$ cat src/rtl/instruction_fetch_pkg.sv
// Shared definitions for the instruction fetch front end.
//   XLEN             : data/address width
//   END_MARKER       : instruction word that terminates the program
//   DEFAULT_RESET_PC : default address of the first fetch after reset
//   FETCH_DEPTH      : number of fetched words the decode-side buffer holds
//   fetch_entry_t    : one buffered fetch result {instr, pc}
package instruction_fetch_pkg;

  localparam int unsigned XLEN = 32;
  localparam logic [XLEN-1:0] END_MARKER = '0;
  localparam logic [XLEN-1:0] DEFAULT_RESET_PC = '0;
  localparam int unsigned FETCH_DEPTH = 2;

  typedef struct packed {
    logic [XLEN-1:0] instr;
    logic [XLEN-1:0] pc;
  } fetch_entry_t;

endpackage

$ cat src/rtl/fetch_buffer.sv
// Small FIFO of fetch entries sitting between instruction memory and decode.
//   clk, reset : clock, asynchronous active-high reset
//   i_push     : write i_data at the tail
//   i_pop      : drop the head entry (ignored when empty)
//   i_flush    : discard all entries; wins over push/pop
//   i_data     : entry to push
//   o_count    : number of valid entries
//   o_head     : oldest entry (stale contents when o_count == 0)
// Push and pop may occur in the same cycle; the producer must never push
// into a full buffer unless it also pops.
module fetch_buffer
  import instruction_fetch_pkg::*;
#(
  parameter int unsigned DEPTH = FETCH_DEPTH,
  localparam int unsigned CW = $clog2(DEPTH + 1),
  localparam int unsigned PW = (DEPTH > 1) ? $clog2(DEPTH) : 1
) (
  input  logic         clk,
  input  logic         reset,
  input  logic         i_push,
  input  logic         i_pop,
  input  logic         i_flush,
  input  fetch_entry_t i_data,
  output logic [CW-1:0] o_count,
  output fetch_entry_t o_head
);

  fetch_entry_t  r_mem [DEPTH];
  logic [PW-1:0] r_rd_ptr;
  logic [PW-1:0] r_wr_ptr;
  logic [CW-1:0] r_count;

  logic w_do_push;
  logic w_do_pop;

  function automatic logic [PW-1:0] ptr_inc(input logic [PW-1:0] p);
    return (p == PW'(DEPTH - 1)) ? '0 : p + PW'(1);
  endfunction

  assign w_do_push = i_push & ~i_flush;
  assign w_do_pop  = i_pop & ~i_flush & (r_count != '0);

  always_ff @(posedge clk or posedge reset) begin
    if (reset) begin
      r_rd_ptr <= '0;
      r_wr_ptr <= '0;
      r_count  <= '0;
      for (int unsigned i = 0; i < DEPTH; i++) begin
        r_mem[i] <= '0;
      end
    end else if (i_flush) begin
      r_rd_ptr <= '0;
      r_wr_ptr <= '0;
      r_count  <= '0;
    end else begin
      if (w_do_push) begin
        r_mem[r_wr_ptr] <= i_data;
        r_wr_ptr        <= ptr_inc(r_wr_ptr);
      end
      if (w_do_pop) begin
        r_rd_ptr <= ptr_inc(r_rd_ptr);
      end
      r_count <= r_count + CW'(w_do_push) - CW'(w_do_pop);
    end
  end

  assign o_count = r_count;
  assign o_head  = r_mem[r_rd_ptr];

endmodule

$ cat src/rtl/instruction_fetch.sv
// Instruction fetch front end: owns the PC, issues one-word reads to the
// instruction memory (1-cycle read latency) and hands fetched words to
// decode through a 2-entry buffer. An all-zero word halts fetching; a
// redirect reloads the PC and flushes buffered and in-flight work.
//   clk, reset      : clock, asynchronous active-high reset
//   stall           : decode not accepting; head word held
//   redirect_valid  : reload PC from redirect_pc, flush
//   redirect_pc     : new PC (low two bits ignored)
//   imem_req/addr   : read request and word-aligned byte address
//   imem_rdata      : read data, one cycle after the request
//   is_input_valid  : instruction/pc_out hold a valid word
//   instruction     : fetched word at buffer head
//   pc_out          : address of instruction
//   halted          : end-of-program marker seen, fetching stopped
module instruction_fetch
  import instruction_fetch_pkg::*;
#(
  parameter logic [XLEN-1:0] RESET_PC = DEFAULT_RESET_PC
) (
  input  logic            clk,
  input  logic            reset,
  input  logic            stall,
  input  logic            redirect_valid,
  input  logic [XLEN-1:0] redirect_pc,
  output logic            imem_req,
  output logic [XLEN-1:0] imem_addr,
  input  logic [XLEN-1:0] imem_rdata,
  output logic            is_input_valid,
  output logic [XLEN-1:0] instruction,
  output logic [XLEN-1:0] pc_out,
  output logic            halted
);

  localparam int unsigned CW = $clog2(FETCH_DEPTH + 1);

  logic [XLEN-1:0] r_pc;
  logic            r_inflight;
  logic [XLEN-1:0] r_inflight_addr;
  logic            r_kill;
  logic            r_halted;

  logic [CW-1:0]   w_count;
  fetch_entry_t    w_head;
  fetch_entry_t    w_push_data;
  logic            w_pop;
  logic            w_req;
  logic            w_resp_ok;
  logic            w_push;
  logic            w_end;
  logic [CW:0]     w_occupancy;

  assign w_pop = is_input_valid & ~stall & ~redirect_valid;

  // Credit check written as occupancy < DEPTH + pop so the unsigned
  // arithmetic never has to go below zero.
  assign w_occupancy = (CW + 1)'(w_count) + (CW + 1)'(r_inflight);
  assign w_req = ~reset & ~r_halted & ~redirect_valid &
                 (w_occupancy < (CW + 1)'(FETCH_DEPTH) + (CW + 1)'(w_pop));

  // A response is usable only if nothing invalidated it since issue.
  assign w_resp_ok = r_inflight & ~r_kill & ~r_halted & ~redirect_valid;
  assign w_push    = w_resp_ok & (imem_rdata != END_MARKER);
  assign w_end     = w_resp_ok & (imem_rdata == END_MARKER);

  assign w_push_data = '{instr: imem_rdata, pc: r_inflight_addr};

  always_ff @(posedge clk or posedge reset) begin
    if (reset) begin
      r_pc            <= RESET_PC;
      r_inflight      <= 1'b0;
      r_inflight_addr <= '0;
      r_kill          <= 1'b0;
      r_halted        <= 1'b0;
    end else if (redirect_valid) begin
      r_pc       <= redirect_pc & ~XLEN'(3);
      r_inflight <= 1'b0;
      r_kill     <= r_inflight;
      r_halted   <= 1'b0;
    end else begin
      r_kill     <= 1'b0;
      r_inflight <= w_req;
      if (w_req) begin
        r_pc            <= r_pc + XLEN'(4);
        r_inflight_addr <= r_pc;
      end
      if (w_end) begin
        r_halted <= 1'b1;
      end
    end
  end

  fetch_buffer #(
    .DEPTH(FETCH_DEPTH)
  ) u_fetch_buffer (
    .clk     (clk),
    .reset   (reset),
    .i_push  (w_push),
    .i_pop   (w_pop),
    .i_flush (redirect_valid),
    .i_data  (w_push_data),
    .o_count (w_count),
    .o_head  (w_head)
  );

  assign imem_req       = w_req;
  assign imem_addr      = r_pc;
  assign is_input_valid = (w_count != '0);
  assign instruction    = w_head.instr;
  assign pc_out         = w_head.pc;
  assign halted         = r_halted;

endmodule

$ cat config.mk
export PLATFORM = sky130hd
export DESIGN_NAME = instruction_fetch
export DESIGN_NICKNAME = d
export VERILOG_FILES = /design/src/rtl/instruction_fetch_pkg.sv /design/src/rtl/fetch_buffer.sv /design/src/rtl/instruction_fetch.sv
export SDC_FILE = /design/constraint.sdc
export NUM_CORES = 1
export LEC_CHECK = 0
export ABC_CLOCK_PERIOD_IN_PS = 7830
export CORE_ASPECT_RATIO = 1.25
export CORE_UTILIZATION = 64
export CTS_BUF_LIST = sky130_fd_sc_hd__clkbuf_16
export DETAILED_ROUTE_END_ITERATION = 6
export DONT_BUFFER_PORTS = 1
export GPL_TIMING_DRIVEN = 1
export PLACE_DENSITY = 0.8
export SLEW_MARGIN = 20
export SYNTH_ARGS = -nofsm -noshare
export SYNTH_HDL_FRONTEND = slang
export SYNTH_SLANG_ARGS = --single-unit
export TNS_END_PERCENT = 5
$ cat constraint.sdc
create_clock -name clk -period 7.83 [get_ports clk]
set_input_delay 0.3915 -clock clk [delete_from_list [all_inputs] [get_ports clk]]
set_output_delay 0.3915 -clock clk [all_outputs]
set_load 0.005 [all_outputs]
==> run summary <==
The vias per cell is 6.23. The number of vias after detailed routing is 5,541. The peak supply drop came out at 0.138 mV. The total global routing overflow came out at 0. The signal on the critical path passes through buf_4, mux2_2. The final instance area is 0.00941 mm2.

After detailed placement, the design holds a cell count of 857. The initial antenna violation count was 1. In this run, synthesis inferred 0 flip-flops with an integrated enable. The overall fraction of global-route tracks in use came out at 0.267. The reg-to-reg setup timing slack came out at 5310 ps. The portion of the post-synthesis area used by sequential elements is 0.542. The count of buffers from port buffering came out at 0. The area of the core came out at 0.0133 mm2. TritonCTS built the clock tree. The die is 107 um wide. The mapped cell area is 0.00882 mm2. STA classifies the critical path startpoint as a register.

The wire length per cell came out at 20.4 um. Setup repair after global routing left no endpoint under its margin. The final period demand of the worst path is 2720 ps.

The initial cell density of the core came out at 0.660. The area after detailed placement came out at 0.00884 mm2. After detailed routing, the number of remaining DRC violations is 0. The number of DRC violations after detailed-routing iteration 0 is 283.

The number of standard-cell rows in the floorplan is 47. The number of violations of the max-capacitance limit came out at 0. For this run, the detailed router's first-pass iteration total came to 4.

The longest clock path from root to sink contains 2 buffers. CTS placed an instance of sky130_fd_sc_hd__clkbuf_16 at the clock tree root. The number of clock buffers inserted by TritonCTS is 17. The proportion of register bits with asynchronous set or reset after synthesis came out at 1.00. The leakage power summed over all cells is 4.34 nW. Summed over all layers, the routed wires come to 18,100 um. The post-synthesis sequential element count is 191. The post-cts sizing count came out at 0. The reg-to-reg endpoint is u_fetch_buffer.r_mem[78]. The floorplan die height is 133 um. The number of global-route vias before repair is 5,916.

The transition at the pin with the smallest max-transition slack came out at 1070 ps. The worst setup path is of the reg -> out kind. The largest net degree at the start of global routing is 145. Summed over all nets, the half-perimeter wirelength after detailed placement is 12,100 um. The distinct cell type count after synthesis came out at 54.

Clock-pin slew was measured on the worst setup and hold paths at 70 ps. Each instance of the synthesized netlist takes up on average 12.2 um2. The deepest level of the CTS H-tree came out at 4. The filler cell count is 944. The area enclosed by the die boundary is 0.0143 mm2.

In the layout the commonest cells are 190 x sky130_fd_sc_hd__dfrtp_1, 119 x sky130_fd_sc_hd__mux2_1, 115 x sky130_fd_sc_hd__nand2_1. The congestion estimate from routability-driven global placement came to 0.886. For this design, the slowest cell found on the critical path is sky130_fd_sc_hd__dfrtp_2. The period utilization came out at 0.348. 167 I/O pins were placed. The clock insertion delay at the later pin of the skew report came out at 420 ps. The Yosys warning count is 0.

The worst setup path is captured at a primary output. The highest clock frequency the design can meet came out at 0.367 GHz. The setup total negative slack is 0 ps. The most common cell after layout, fill and taps aside is sky130_fd_sc_hd__dfrtp_1. The count of nets after finishing is 778. The growth of design area from synthesis to finish is 6.68%. The worst slew slack as a fraction of its limit came out at 0.285. In this run the worst hold path is classified as in -> async.

The number of max-slew violations in the final report came out at 0. The data arrival time of the critical path came out at 2330 ps. In this run the remaining antenna-violating nets after routing total 0. The count of buffers added by post-CTS timing repair for setup is 0. The final cell count without fillers came out at 890. The hold violation count in the final report is 0. The total clock sinks came out at 191. STA puts the critical path data required time at 7440 ps. The clock skew is 9.62 ps.

The maximum net fanout on the critical path came out at 36. The power per cell area came out at 296 mW/mm2. Among all flip-flop cells after synthesis, the most frequent one is sky130_fd_sc_hd__dfrtp_1. In this run the critical register-to-register path is launched from halted.

The largest incremental delay on the critical path came out at 980 ps. The fraction of final layout cells sized beyond drive strength 1 is 0.170. The number of standard cells after synthesis came out at 723. The hold buffer count at cts came out at 0. The worst-case reg-to-reg path depth is 5. The run finished with clean final reports. Setup violations remaining at the end of the flow were counted as 0. The first global-routing pass estimated 29,600 um of wire.
cells by family after synthesis:
family                     after synthesis  synth area share
other                                    1          0.000425
AOI/OAI and AO/OA                       69            0.0551
and+or+nand+nor                        206             0.115
DFF                                    191             0.542
buffers and inverters                   56            0.0335
xor gates and xnor gates                 9           0.00894
adders and majority gates                5           0.00710
muxes                                  186             0.238
how the worst max path moves through the flow:
stage                                       start                        end  slack (ps)  cells after the start
after CTS                 u_fetch_buffer.r_rd_ptr                 pc_out[15]        5100                      2
after global routing               imem_rdata[24]   u_fetch_buffer.r_mem[78]        4980                      6
after detailed placement           imem_rdata[24]  u_fetch_buffer.r_mem[117]        4670                      6
after global placement             imem_rdata[24]   u_fetch_buffer.r_mem[95]        4700                      6
final                     u_fetch_buffer.r_rd_ptr                 pc_out[31]        5110                      2
after floorplan                             reset                     halted        2240                      1
flip-flops by register name, summed over array words and instances (netlist names):
name,flops
r_inflight,1
imem_addr,30
u_fetch_buffer.r_rd_ptr,1
r_inflight_addr,30
u_fetch_buffer.o_count,2
u_fetch_buffer.r_wr_ptr,1
halted,1
r_kill,1
u_fetch_buffer.r_mem,124
critical path, delay by kind of cell (launching register included):
kind / cells / cell delay (ps)
flops: 1 / 980
buf+inv: 1 / 490
mux: 1 / 420
layer usage:
layer  global-route usage  wire, um  up-vias
met5                    0         0        -
met4               0.0731       161        0
met3               0.0587      1170       12
met2                0.449      9110      220
met1                0.351      7670     2779
li1                     -         -     2530
metrics by stage:
stage | utilization | power, mW | worst slack (ps) | hold slack, ps
after floorplan | - | 1.84 | 2240 | 453
after global placement | 0.662 | 1.94 | 4700 | 461
after detailed placement | 0.662 | 1.99 | 4670 | 462
after CTS | 0.704 | 2.82 | 5100 | 19.7
after global routing | 0.705 | 2.94 | 4980 | 15.6
final | 0.705 | 2.79 | 5110 | 35.4
power breakdown:
group,internal (mW),switching (mW)
sequential,1.26,0.186
clock,0.424,0.398
combinational,0.277,0.243
total,1.96,0.827
synthesized netlist by cell type, drive strengths merged (6+ instances only):
cell      n  share of area
a221o     7         0.0079
nor4     15          0.015
nor2     15         0.0064
buf      34          0.024
nor3      9         0.0064
dfrtp   191           0.54
clkbuf   11         0.0047
nand2   116          0.050
inv      11         0.0047
nand3    14         0.0091
mux2    186           0.24
o21ai    23          0.013
nand4    16          0.012
a21o      6         0.0051
area by class of cell:
type / count / area, um2 / area share
diodes: 1 / 2.50 / 0.000266
flip-flops and latches: 191 / 4780 / 0.508
multi-input cells: 479 / 3760 / 0.399
inverters: 11 / 48.8 / 0.00519
repair buffers: 5 / 37.5 / 0.00399
well taps: 171 / 214 / 0.0227
clock inverters: 15 / 140 / 0.0149
clock buffers: 17 / 425 / 0.0452
(Power assumes the default switching activity.)
